==> config.mk <==
export PLATFORM = sky130hd
export DESIGN_NAME = din_syn_rx_flat
export DESIGN_NICKNAME = d
export VERILOG_FILES = /design/src/rtl/din_syn_pkg.sv /design/src/rtl/din_syn_rx_if.sv /design/src/rtl/din_syn_sync_edge.sv /design/src/rtl/din_syn_rx.sv /design/src/flat_wrapper.sv
export SDC_FILE = /design/constraint.sdc
export NUM_CORES = 2
export LEC_CHECK = 0
export BUFFER_PORTS_ARGS = -buffer_cell sky130_fd_sc_hd__buf_2
export CAP_MARGIN = 10
export CORE_MARGIN = 3
export CORE_UTILIZATION = 40
export DETAILED_ROUTE_END_ITERATION = 8
export HOLD_SLACK_MARGIN = 0.06
export MAX_ROUTING_LAYER = met4
export PLACE_DENSITY = 0.61
export SLEW_MARGIN = 25
export SYNTH_ARGS = -nofsm -noshare
export SYNTH_HDL_FRONTEND = slang
export SYNTH_SLANG_ARGS = --single-unit
export TNS_END_PERCENT = 1
==> constraint.sdc <==
create_clock -name clk_in -period 3.1 [get_ports clk_in]
set_input_delay 0.465 -clock clk_in [delete_from_list [all_inputs] [get_ports clk_in]]
set_output_delay 0.465 -clock clk_in [all_outputs]
set_load 0.005 [all_outputs]
==> src/rtl/din_syn_pkg.sv <==
// Shared frame constants and receiver state type for the clk/din/syn control link.
// The pattern generator and the receiver both import this package, so the frame
// length and timing limits stay in one place.
package din_syn_pkg;

  // Data bits per frame; the sync pulse follows the last bit.
  localparam int DS_TOTAL_BITS  = 626;
  // Bit-counter width; 2^DS_CNT_W must exceed DS_TOTAL_BITS+1.
  localparam int DS_CNT_W       = 10;
  // clk_in cycles without a ser_clk rise before a partial frame is dropped.
  localparam int DS_TIMEOUT_CYC = 4096;
  // Synchroniser depth on each link line.
  localparam int DS_SYNC_STAGES = 2;

  typedef enum logic [0:0] {
    IDLE  = 1'b0,
    SHIFT = 1'b1
  } rx_state_e;

endpackage

==> src/rtl/din_syn_rx_if.sv <==
// Link and result bundle for din_syn_rx.
//   master : the side driving the serial link (pattern generator or bench);
//            drives ser_clk/ser_din/ser_syn/enable, observes the results.
//   slave  : the receiver; samples the link, drives the captured word and status.
interface din_syn_rx_if
  import din_syn_pkg::*;
#(
  parameter int TOTAL_BITS = DS_TOTAL_BITS,
  parameter int CNT_W      = DS_CNT_W
);

  logic                  ser_clk;
  logic                  ser_din;
  logic                  ser_syn;
  logic                  enable;
  logic [TOTAL_BITS-1:0] data_out;
  logic                  frame_valid;
  logic                  length_err;
  logic                  timeout_err;
  logic                  busy;
  logic [CNT_W-1:0]      bit_cnt;
  logic [7:0]            frame_cnt;

  modport master (
    output ser_clk, ser_din, ser_syn, enable,
    input  data_out, frame_valid, length_err, timeout_err, busy, bit_cnt, frame_cnt
  );

  modport slave (
    input  ser_clk, ser_din, ser_syn, enable,
    output data_out, frame_valid, length_err, timeout_err, busy, bit_cnt, frame_cnt
  );

endinterface

==> src/rtl/din_syn_sync_edge.sv <==
// Brings ser_clk, ser_din and ser_syn into the clk_in domain through equal-depth
// synchroniser chains (so the three lines stay aligned) and detects rising edges
// of the synchronised ser_clk.
// Ports:
//   clk_in, rst_n          system clock, async active-low reset
//   ser_clk/ser_din/ser_syn raw link lines
//   strike_s               one-cycle high on a synchronised ser_clk rise
//   din_s, syn_s           synchronised data/sync, aligned with strike_s
module din_syn_sync_edge
  import din_syn_pkg::*;
#(
  parameter int SYNC_STAGES = DS_SYNC_STAGES
) (
  input  logic clk_in,
  input  logic rst_n,
  input  logic ser_clk,
  input  logic ser_din,
  input  logic ser_syn,
  output logic strike_s,
  output logic din_s,
  output logic syn_s
);

  logic [SYNC_STAGES-1:0] clk_sync_r;
  logic [SYNC_STAGES-1:0] din_sync_r;
  logic [SYNC_STAGES-1:0] syn_sync_r;
  logic                   clk_prev_r;

  // Synchroniser chains plus the previous synchronised ser_clk level.
  always_ff @(posedge clk_in or negedge rst_n) begin
    if (!rst_n) begin
      clk_sync_r <= '0;
      din_sync_r <= '0;
      syn_sync_r <= '0;
      clk_prev_r <= 1'b0;
    end else begin
      clk_sync_r <= {clk_sync_r[SYNC_STAGES-2:0], ser_clk};
      din_sync_r <= {din_sync_r[SYNC_STAGES-2:0], ser_din};
      syn_sync_r <= {syn_sync_r[SYNC_STAGES-2:0], ser_syn};
      clk_prev_r <= clk_sync_r[SYNC_STAGES-1];
    end
  end

  // Edge detect is an AND of two flops in this domain, so it is glitch-free.
  assign strike_s = clk_sync_r[SYNC_STAGES-1] & ~clk_prev_r;
  assign din_s    = din_sync_r[SYNC_STAGES-1];
  assign syn_s    = syn_sync_r[SYNC_STAGES-1];

endmodule

==> src/rtl/din_syn_rx.sv <==
// Receive end of the clk/din/syn serial control link. Deserialises one frame of
// TOTAL_BITS bits, checks its length on the sync strike and publishes good frames.
// Ports:
//   clk_in  system clock (>= 8x ser_clk)
//   rst_n   async active-low reset
//   bus     din_syn_rx_if.slave: link lines + enable in; data_out, frame_valid,
//           length_err, timeout_err, busy, bit_cnt, frame_cnt out (all registered)
module din_syn_rx
  import din_syn_pkg::*;
#(
  parameter int TOTAL_BITS  = DS_TOTAL_BITS,
  parameter int CNT_W       = DS_CNT_W,
  parameter int TIMEOUT_CYC = DS_TIMEOUT_CYC,
  parameter int SYNC_STAGES = DS_SYNC_STAGES
) (
  input  logic        clk_in,
  input  logic        rst_n,
  din_syn_rx_if.slave bus
);

  localparam int                IDLE_W    = $clog2(TIMEOUT_CYC + 1);
  localparam logic [CNT_W-1:0]  FULL_CNT  = CNT_W'(TOTAL_BITS);
  localparam logic [IDLE_W-1:0] IDLE_LAST = IDLE_W'(TIMEOUT_CYC - 1);

  rx_state_e             state_r;
  logic [TOTAL_BITS-1:0] shift_r;
  logic [TOTAL_BITS-1:0] data_r;
  logic [CNT_W-1:0]      bit_cnt_r;
  logic [IDLE_W-1:0]     idle_cnt_r;
  logic                  overflow_r;
  logic                  frame_valid_r;
  logic                  length_err_r;
  logic                  timeout_err_r;
  logic                  busy_r;
  logic [7:0]            frame_cnt_r;

  logic                  strike_s;
  logic                  din_s;
  logic                  syn_s;
  logic [TOTAL_BITS-1:0] shift_in_s;

  din_syn_sync_edge #(
    .SYNC_STAGES (SYNC_STAGES)
  ) u_sync_edge (
    .clk_in   (clk_in),
    .rst_n    (rst_n),
    .ser_clk  (bus.ser_clk),
    .ser_din  (bus.ser_din),
    .ser_syn  (bus.ser_syn),
    .strike_s (strike_s),
    .din_s    (din_s),
    .syn_s    (syn_s)
  );

  // Right shift with the new bit at the MSB: after TOTAL_BITS shifts the first
  // bit received has walked down to index 0.
  assign shift_in_s = {din_s, shift_r[TOTAL_BITS-1:1]};

  // Receive FSM with all status outputs registered.
  always_ff @(posedge clk_in or negedge rst_n) begin
    if (!rst_n) begin
      state_r       <= IDLE;
      shift_r       <= '0;
      data_r        <= '0;
      bit_cnt_r     <= '0;
      idle_cnt_r    <= '0;
      overflow_r    <= 1'b0;
      frame_valid_r <= 1'b0;
      length_err_r  <= 1'b0;
      timeout_err_r <= 1'b0;
      busy_r        <= 1'b0;
      frame_cnt_r   <= 8'd0;
    end else begin
      frame_valid_r <= 1'b0;
      length_err_r  <= 1'b0;
      timeout_err_r <= 1'b0;
      if (!bus.enable) begin
        // Disabled: drop any partial frame silently, keep data_out/frame_cnt.
        state_r    <= IDLE;
        bit_cnt_r  <= '0;
        idle_cnt_r <= '0;
        overflow_r <= 1'b0;
        busy_r     <= 1'b0;
      end else begin
        case (state_r)
          IDLE: begin
            idle_cnt_r <= '0;
            overflow_r <= 1'b0;
            if (strike_s) begin
              if (syn_s) begin
                // Sync with no data bits is a zero-length frame.
                length_err_r <= 1'b1;
              end else begin
                shift_r   <= shift_in_s;
                bit_cnt_r <= CNT_W'(1);
                busy_r    <= 1'b1;
                state_r   <= SHIFT;
              end
            end
          end
          SHIFT: begin
            if (strike_s) begin
              idle_cnt_r <= '0;
              if (syn_s) begin
                if ((bit_cnt_r == FULL_CNT) && !overflow_r) begin
                  data_r        <= shift_r;
                  frame_valid_r <= 1'b1;
                  frame_cnt_r   <= frame_cnt_r + 8'd1;
                end else begin
                  length_err_r <= 1'b1;
                end
                bit_cnt_r  <= '0;
                overflow_r <= 1'b0;
                busy_r     <= 1'b0;
                state_r    <= IDLE;
              end else if (bit_cnt_r < FULL_CNT) begin
                shift_r   <= shift_in_s;
                bit_cnt_r <= bit_cnt_r + CNT_W'(1);
              end else begin
                // Extra bit beyond the frame: discard, remember for the length check.
                overflow_r <= 1'b1;
              end
            end else if (idle_cnt_r == IDLE_LAST) begin
              timeout_err_r <= 1'b1;
              bit_cnt_r     <= '0;
              idle_cnt_r    <= '0;
              overflow_r    <= 1'b0;
              busy_r        <= 1'b0;
              state_r       <= IDLE;
            end else begin
              idle_cnt_r <= idle_cnt_r + IDLE_W'(1);
            end
          end
          default: begin
            state_r    <= IDLE;
            bit_cnt_r  <= '0;
            idle_cnt_r <= '0;
            overflow_r <= 1'b0;
            busy_r     <= 1'b0;
          end
        endcase
      end
    end
  end

  assign bus.data_out    = data_r;
  assign bus.frame_valid = frame_valid_r;
  assign bus.length_err  = length_err_r;
  assign bus.timeout_err = timeout_err_r;
  assign bus.busy        = busy_r;
  assign bus.bit_cnt     = bit_cnt_r;
  assign bus.frame_cnt   = frame_cnt_r;

endmodule
==> src/flat_wrapper.sv <==
// flat-port wrapper written by rule: the top's interface ports become plain ports
module din_syn_rx_flat import din_syn_pkg::*;
#(
  parameter int TOTAL_BITS  = DS_TOTAL_BITS,
  parameter int CNT_W       = DS_CNT_W,
  parameter int TIMEOUT_CYC = DS_TIMEOUT_CYC,
  parameter int SYNC_STAGES = DS_SYNC_STAGES
)
  (clk_in, rst_n, bus_ser_clk, bus_ser_din, bus_ser_syn, bus_enable, bus_data_out, bus_frame_valid, bus_length_err, bus_timeout_err, bus_busy, bus_bit_cnt, bus_frame_cnt);
  din_syn_rx_if #(.TOTAL_BITS(TOTAL_BITS), .CNT_W(CNT_W)) bus_i ();
  input  logic clk_in;
  input  logic rst_n;
  input wire logic [$bits(bus_i.ser_clk)-1:0] bus_ser_clk;
  input wire logic [$bits(bus_i.ser_din)-1:0] bus_ser_din;
  input wire logic [$bits(bus_i.ser_syn)-1:0] bus_ser_syn;
  input wire logic [$bits(bus_i.enable)-1:0] bus_enable;
  output wire logic [$bits(bus_i.data_out)-1:0] bus_data_out;
  output wire logic [$bits(bus_i.frame_valid)-1:0] bus_frame_valid;
  output wire logic [$bits(bus_i.length_err)-1:0] bus_length_err;
  output wire logic [$bits(bus_i.timeout_err)-1:0] bus_timeout_err;
  output wire logic [$bits(bus_i.busy)-1:0] bus_busy;
  output wire logic [$bits(bus_i.bit_cnt)-1:0] bus_bit_cnt;
  output wire logic [$bits(bus_i.frame_cnt)-1:0] bus_frame_cnt;
  assign bus_i.ser_clk = bus_ser_clk;
  assign bus_i.ser_din = bus_ser_din;
  assign bus_i.ser_syn = bus_ser_syn;
  assign bus_i.enable = bus_enable;
  assign bus_data_out = bus_i.data_out;
  assign bus_frame_valid = bus_i.frame_valid;
  assign bus_length_err = bus_i.length_err;
  assign bus_timeout_err = bus_i.timeout_err;
  assign bus_busy = bus_i.busy;
  assign bus_bit_cnt = bus_i.bit_cnt;
  assign bus_frame_cnt = bus_i.frame_cnt;
  din_syn_rx #(.TOTAL_BITS(TOTAL_BITS), .CNT_W(CNT_W), .TIMEOUT_CYC(TIMEOUT_CYC), .SYNC_STAGES(SYNC_STAGES)) u_core (.clk_in(clk_in), .rst_n(rst_n), .bus(bus_i));
endmodule
# Word level (Yosys, flattened, before mapping)
# Index checks and enable logic that the tools add are counted.
word_totals:
  register_bits: 1296
  output_inout_bits: 648
  in_bits: 6
  wordCells: 94
op_classes:
  n_reduce_logical: 7
  order_cmp: 1
  add_sub_neg: 3
  bitwise: 3
  eq_ne: 13
  mux: 52
ops:
  columns: ["operator", "n"]
  rows:
  - ["2-to-1 mux 626 bit", 5]
  - ["case mux 626 bit (2 select lines)", 1]
  - ["2-to-1 mux 10 bit", 7]
  - ["2-to-1 mux 13 bit", 3]
  - ["2-to-1 mux 1 bit", 30]
  - ["case mux 13 bit (2 select lines)", 1]
  - ["case mux 10 bit (2 select lines)", 1]
  - ["adder 13 x 1 -> 13 bit (second input constant)", 1]
  - ["== test 13 x 12 -> 1 bit (second input constant)", 1]
  - ["adder 10 x 1 -> 10 bit (second input constant)", 1]
  - ["== test 10 bit (second input constant)", 1]
  - ["< comparator 10 bit (second input constant)", 1]
  - ["!= test 5 bit (second input constant)", 2]
  - ["adder 8 x 1 -> 8 bit (second input constant)", 1]
  - ["!= test 2 bit (second input constant)", 4]
  - ["!= test 4 bit (second input constant)", 2]
  - ["case mux 1 bit (2 select lines)", 4]
  - ["AND reduction 4 bit", 2]
  - ["AND reduction 6 bit", 1]
  - ["AND reduction 5 bit", 1]
  - ["!= test 3 x 2 -> 1 bit (second input constant)", 1]
  - ["!= test 3 bit (second input constant)", 1]
  - ["!= test 2 x 1 -> 1 bit (second input constant)", 1]
  - ["NOT 1 bit", 2]
  - ["other kinds (4)", 4]

# Logic depth before layout (Yosys ltp)
depth:
  depth_word: 7
  mapped_depth: 9
  mapped_depth_nobuf: 7

# Modules after synthesis
# A second synthesis with hierarchy kept.
hier_totals:
  cells_unflattened: 4151
  area_unflattened_um2: 48398.9
modules_own_cells:
  columns: ["mod", "cells_each", "seq_area_each_um2", "instances", "area_each_um2"]
  rows:
  - ["din_syn_rx", 4143, 32255.9, 1, 48210.0]
  - ["din_syn_sync_edge", 8, 175.2, 1, 188.9]

# Worst setup path before layout
# No wires, ideal clock.
synth_timing:
  path_kind: "flip-flop to flip-flop"
  from: "register u_core.bit_cnt_r[7] (netlist: u_core.bus.bit_cnt[7])"
  to: "register u_core.shift_r[485]"
  setup_slack_ps: 678
  period_less_slack_ps: 2422
  setup_time_ps: 125
  arrival_time_ps: 2296
  t_required_ps: 2975
  stages_incl_launch_ff: 10
  n_path_buf: 4
  path_cell_list: "dfrtp_1 -> or4_4 -> o21ai_4 -> nand2_4 -> a21o_1 -> buf_2 -> buf_6 -> buf_6 -> buf_6 -> mux2_4"
synth_between:
  elab_chain_cells: 3
synth_rtl:
  columns: ["element", "line_no", "source"]
  rows:
  - ["start: declaration", "din_syn_rx.sv:28", "logic [CNT_W-1:0] bit_cnt_r;"]
  - ["start signal: assignment", "din_syn_rx.sv:118", "bit_cnt_r <= bit_cnt_r + CNT_W'(1);"]
  - ["< comparator 10 bit", "din_syn_rx.sv:116", "end else if (bit_cnt_r < FULL_CNT) begin"]
  - ["!= test 2 bit (no source line)", null, null]
  - ["AND reduction 6 bit (no source line)", null, null]
  - ["end signal: assignment", "din_syn_rx.sv:94", "shift_r <= shift_in_s;"]
  - ["end signal: assignment", "din_syn_rx.sv:117", "shift_r <= shift_in_s;"]
  - ["end: declaration", "din_syn_rx.sv:26", "logic [TOTAL_BITS-1:0] shift_r;"]
# No other way between the ends.
# A chain may end at the register's enable or synchronous reset.

# Final worst setup path
layout_timing:
  from: "register u_core.bit_cnt_r[7] (netlist: u_core.bus.bit_cnt[7])"
  to: "register u_core.shift_r[358]"
# Same word-level chain as after synthesis.

==> metrics.md <==
| Metric | Value |
|---|---|
| Number of synthesized flops with an enable pin | `0` |
| First-pass detailed-route iteration total | `5` |
| Critical Path Source | `u_core.bus.bit_cnt[7]` |
| Unrepaired setup endpoints after global routing | `no` |
| CP max-delay cell | `or4_4` |
| HP Class | `input port to async pin` |
| Routed vias | `25.7k` |
| CP delay by family, top | `simple AND/OR/NAND/NOR gates` |
| Critical path cell sequence | `or4_4, o21ai_4, nand2_4, a21o_4, buf_12, buf_12, mux2_2` |
| Htree depth | `4` |
| Total routing usage reported by global routing | `17.0%` |
| CTS tree | `yes` |
| CP bufs+invs | `2` |
| FF+latch count, synth | `1296` |
| Synthesized cell area | `48700 um^2` |
| Largest net degree at the start of global routing | `100` |
| Die width | `355 um` |
| Clock transition at path regs | `0.06 ns` |
| Post-route setup TNS | `0 ns` |
| Initial antenna violation count | `0` |
| Static Leak | `32.3 nW` |
| Yosys Warn Count | `0` |
| Num CTS Buffers | `139` |
| Worst hold slack | `0.341 ns` |
| Final hold vios | `0` |
| Global-route wire length before repair | `164000 um` |
| Routability congestion estimate | `0.760` |
| CP arrival | `3.35 ns` |
| Initial DRC Count | `1089` |
| CP startpoint kind | `flip-flop` |
| Maxcap violations | `0` |
| Least-Margin Pin Slew | `0.732 ns` |
| Post-route cell area | `59000 um^2` |
| Deepest clock path buffer count | `3` |
| Clk root buf | `clkbuf_16` |
| CP Capture Type | `flip-flop` |
| Post-DRT Antenna Nets | `0` |
| Row count | `127` |
| Initial Util | `40.5%` |
| Tcrit/Tclk final | `88.8%` |
| GRT overflow | `0` |
| Worst vdd ir | `0.000466 V` |
| Vias in the first global route | `27.0k` |
| Routed WL | `104000 um` |
| Slew headroom | `50.9%` |
| Share of layout cells above drive strength 1 | `60.1%` |
| Post-DP HPWL | `71400 um` |
| I/O pin count | `654` |
| Drt wl/cell | `19.8 um` |
| Setup CP Type | `flip-flop to flip-flop` |
| Placed Area | `54300 um^2` |
| Final min period | `2.75 ns` |
| Vias per inst | `4.86` |
| Mapped Cells | `2831` |
| Syn Area/Cell | `17.2 um^2` |
| Slew Viols, Final | `0` |
| DIE AREA | `126000 um^2` |
| DRC | `0` |
| Post-Syn Nets | `2841` |
| Worst Skew | `0.0283 ns` |
| Nets | `3577` |
| Final setup violation count | `0` |
| Overall power | `0.0343 W` |
| Pwr Density | `582 nW/um^2` |
| Crit path required time | `3.70 ns` |
| Resize count post-CTS | `0` |
| Top FF cell, synth | `dfrtp_1` |
| Postcts setup bufs | `0` |
| Chip Height | `355 um` |
| Core Region | `120000 um^2` |
| Fillers | `10.5k` |
| Reg2reg start | `u_core.bus.bit_cnt[7]` |
| CP Max Fanout | `99` |
| Clock Latency Late Sink | `0.73 ns` |
| Port Buffers | `653` |
| Clock Sink Count | `1296` |
| CP most frequent cell | `buf_12` |
| Highest clock rate | `363 MHz` |
| Status | `finished clean` |
| CP peak stage delay | `0.60 ns` |
| Async S/R FF share, synth | `100%` |
| Seq/Total Area, Yosys | `66.5%` |
| Synth cell types | `40` |
| P&R area growth vs syn | `21.0%` |
## cell families after synthesis
| family | Yosys count | share of synthesized area, % |
|---|---|---|
| and+or+nand+nor | 83 | 0.919 |
| adders and majority gates | 4 | 0.103 |
| muxes | 1253 | 30.0 |
| buffers and inverters | 147 | 1.69 |
| AOI/OAI and AO/OA | 30 | 0.406 |
| xor gates and xnor gates | 18 | 0.323 |
| DFF | 1296 | 66.5 |
## flip-flops by register name (all words and copies together) (netlist names)
name and cells:
u_core.bus.bit_cnt 10, u_core.bus.data_out 626, u_core.overflow_r 1, u_core.u_sync_edge.clk_prev_r 1
u_core.idle_cnt_r 13, u_core.state_r 1, u_core.bus.frame_valid 1, u_core.u_sync_edge.syn_sync_r 2
u_core.bus.timeout_err 1, u_core.u_sync_edge.clk_sync_r 2, u_core.bus.busy 1, u_core.u_sync_edge.din_sync_r 2
u_core.bus.length_err 1, u_core.bus.frame_cnt 8, u_core.shift_r 626
## area by class of cell
cell class,instances,area (um^2),area share (%)
Timing Repair Buffer,738,4360,7.39
Tap cell,1612,2020,3.42
Clock buffer,205,4120,6.98
Inverter,4,15.0,0.0254
Sequential cell,1296,32400,55.0
Clock inverter,40,557,0.944
Multi-Input combinational cell,1388,15500,26.3
Antenna cell,1,2.50,0.00424
## cells in the mapped netlist, types with 4 or more instances
master,n,share of area (%)
xor2_1,4,0.072
ha_1,4,0.10
clkbuf_1,10,0.077
inv_1,4,0.031
buf_6,17,0.39
nand3_1,13,0.13
nor3_1,7,0.072
dfrtp_1,1296,67
o21ai_0,11,0.11
nor2_1,16,0.12
nand2_1,12,0.092
buf_2,116,1.2
nand4_1,10,0.13
mux2_2,1113,26
and3_1,8,0.10
xnor2_1,14,0.25
mux2_4,140,4.3
## through the flow
step	cells	setup WS (ns)	utilization (%)
6_report	5284	0.346	49.0
5_1_grt	5283	0.225	49.0
4_1_cts	5283	0.293	49.0
3_5_place_dp	5033	0.313	45.1
3_3_place_gp	5033	0.337	45.1
2_1_floorplan	2831	0.678	-
## cell usage in the layout, fill, tap and decap left out, types with 3 or more instances in the layout
cell type      instances
xor2_1                 4
nor2_1                16
o21ai_0               11
clkbuf_8              37
o22a_1                 3
clkbuf_16            140
inv_1                  4
dlygate4sd3_1          5
nand3_1               13
inv_6                  9
clkinv_2              15
buf_2                652
o21ai_1                3
bufinv_16              9
nand4_1               10
nor3_1                 7
nand2_1               12
mux2_2              1113
dfrtp_1             1296
buf_12                35
clkbuf_1              28
xnor2_1               14
a21oi_1                3
mux2_4               140
buf_4                 46
and3_1                 8
ha_1                   4
## what timing repair did
action	CTS	global route
hold buffers	5	0
setup endpoints to repair	0	0
hold endpoints to repair	59	0
## path summary, 6_finish.rpt
path,endpoint,slack (ns),depth (start not counted)
min in group clk_in,u_core.u_sync_edge.syn_sync_r[1],0.35,0
worst max register to register,u_core.shift_r[358],0.35,7
worst max-delay path,u_core.shift_r[358],0.35,7
worst min-delay path,u_core.shift_r[507],0.34,2
max in group asynchronous,u_core.bus.data_out[303],1.66,4
worst min register to register,u_core.u_sync_edge.syn_sync_r[1],0.35,0
## metal layers
| layer | wire (um) | share of wire [%] | track usage, % | up-vias |
|---|---|---|---|---|
| met1 | 45500 | 44 | 21.9 | 13400 |
| met5 | 0 | 0 | - | - |
| met4 | 2520 | 2.4 | 5.27 | 0 |
| met2 | 49800 | 48 | 26.3 | 543 |
| li1 | - | - | - | 11600 |
| met3 | 6520 | 6.3 | 4.74 | 158 |
## report_power, final
part	leakage, nW	switching (W)	internal [W]
sequential	18.1	0.0000291	0.0170
combinational	11.9	0.000451	0.000172
clock	2.30	0.00673	0.0100
total	32.3	0.00721	0.0271
Power figures use the tool's default switching activity.
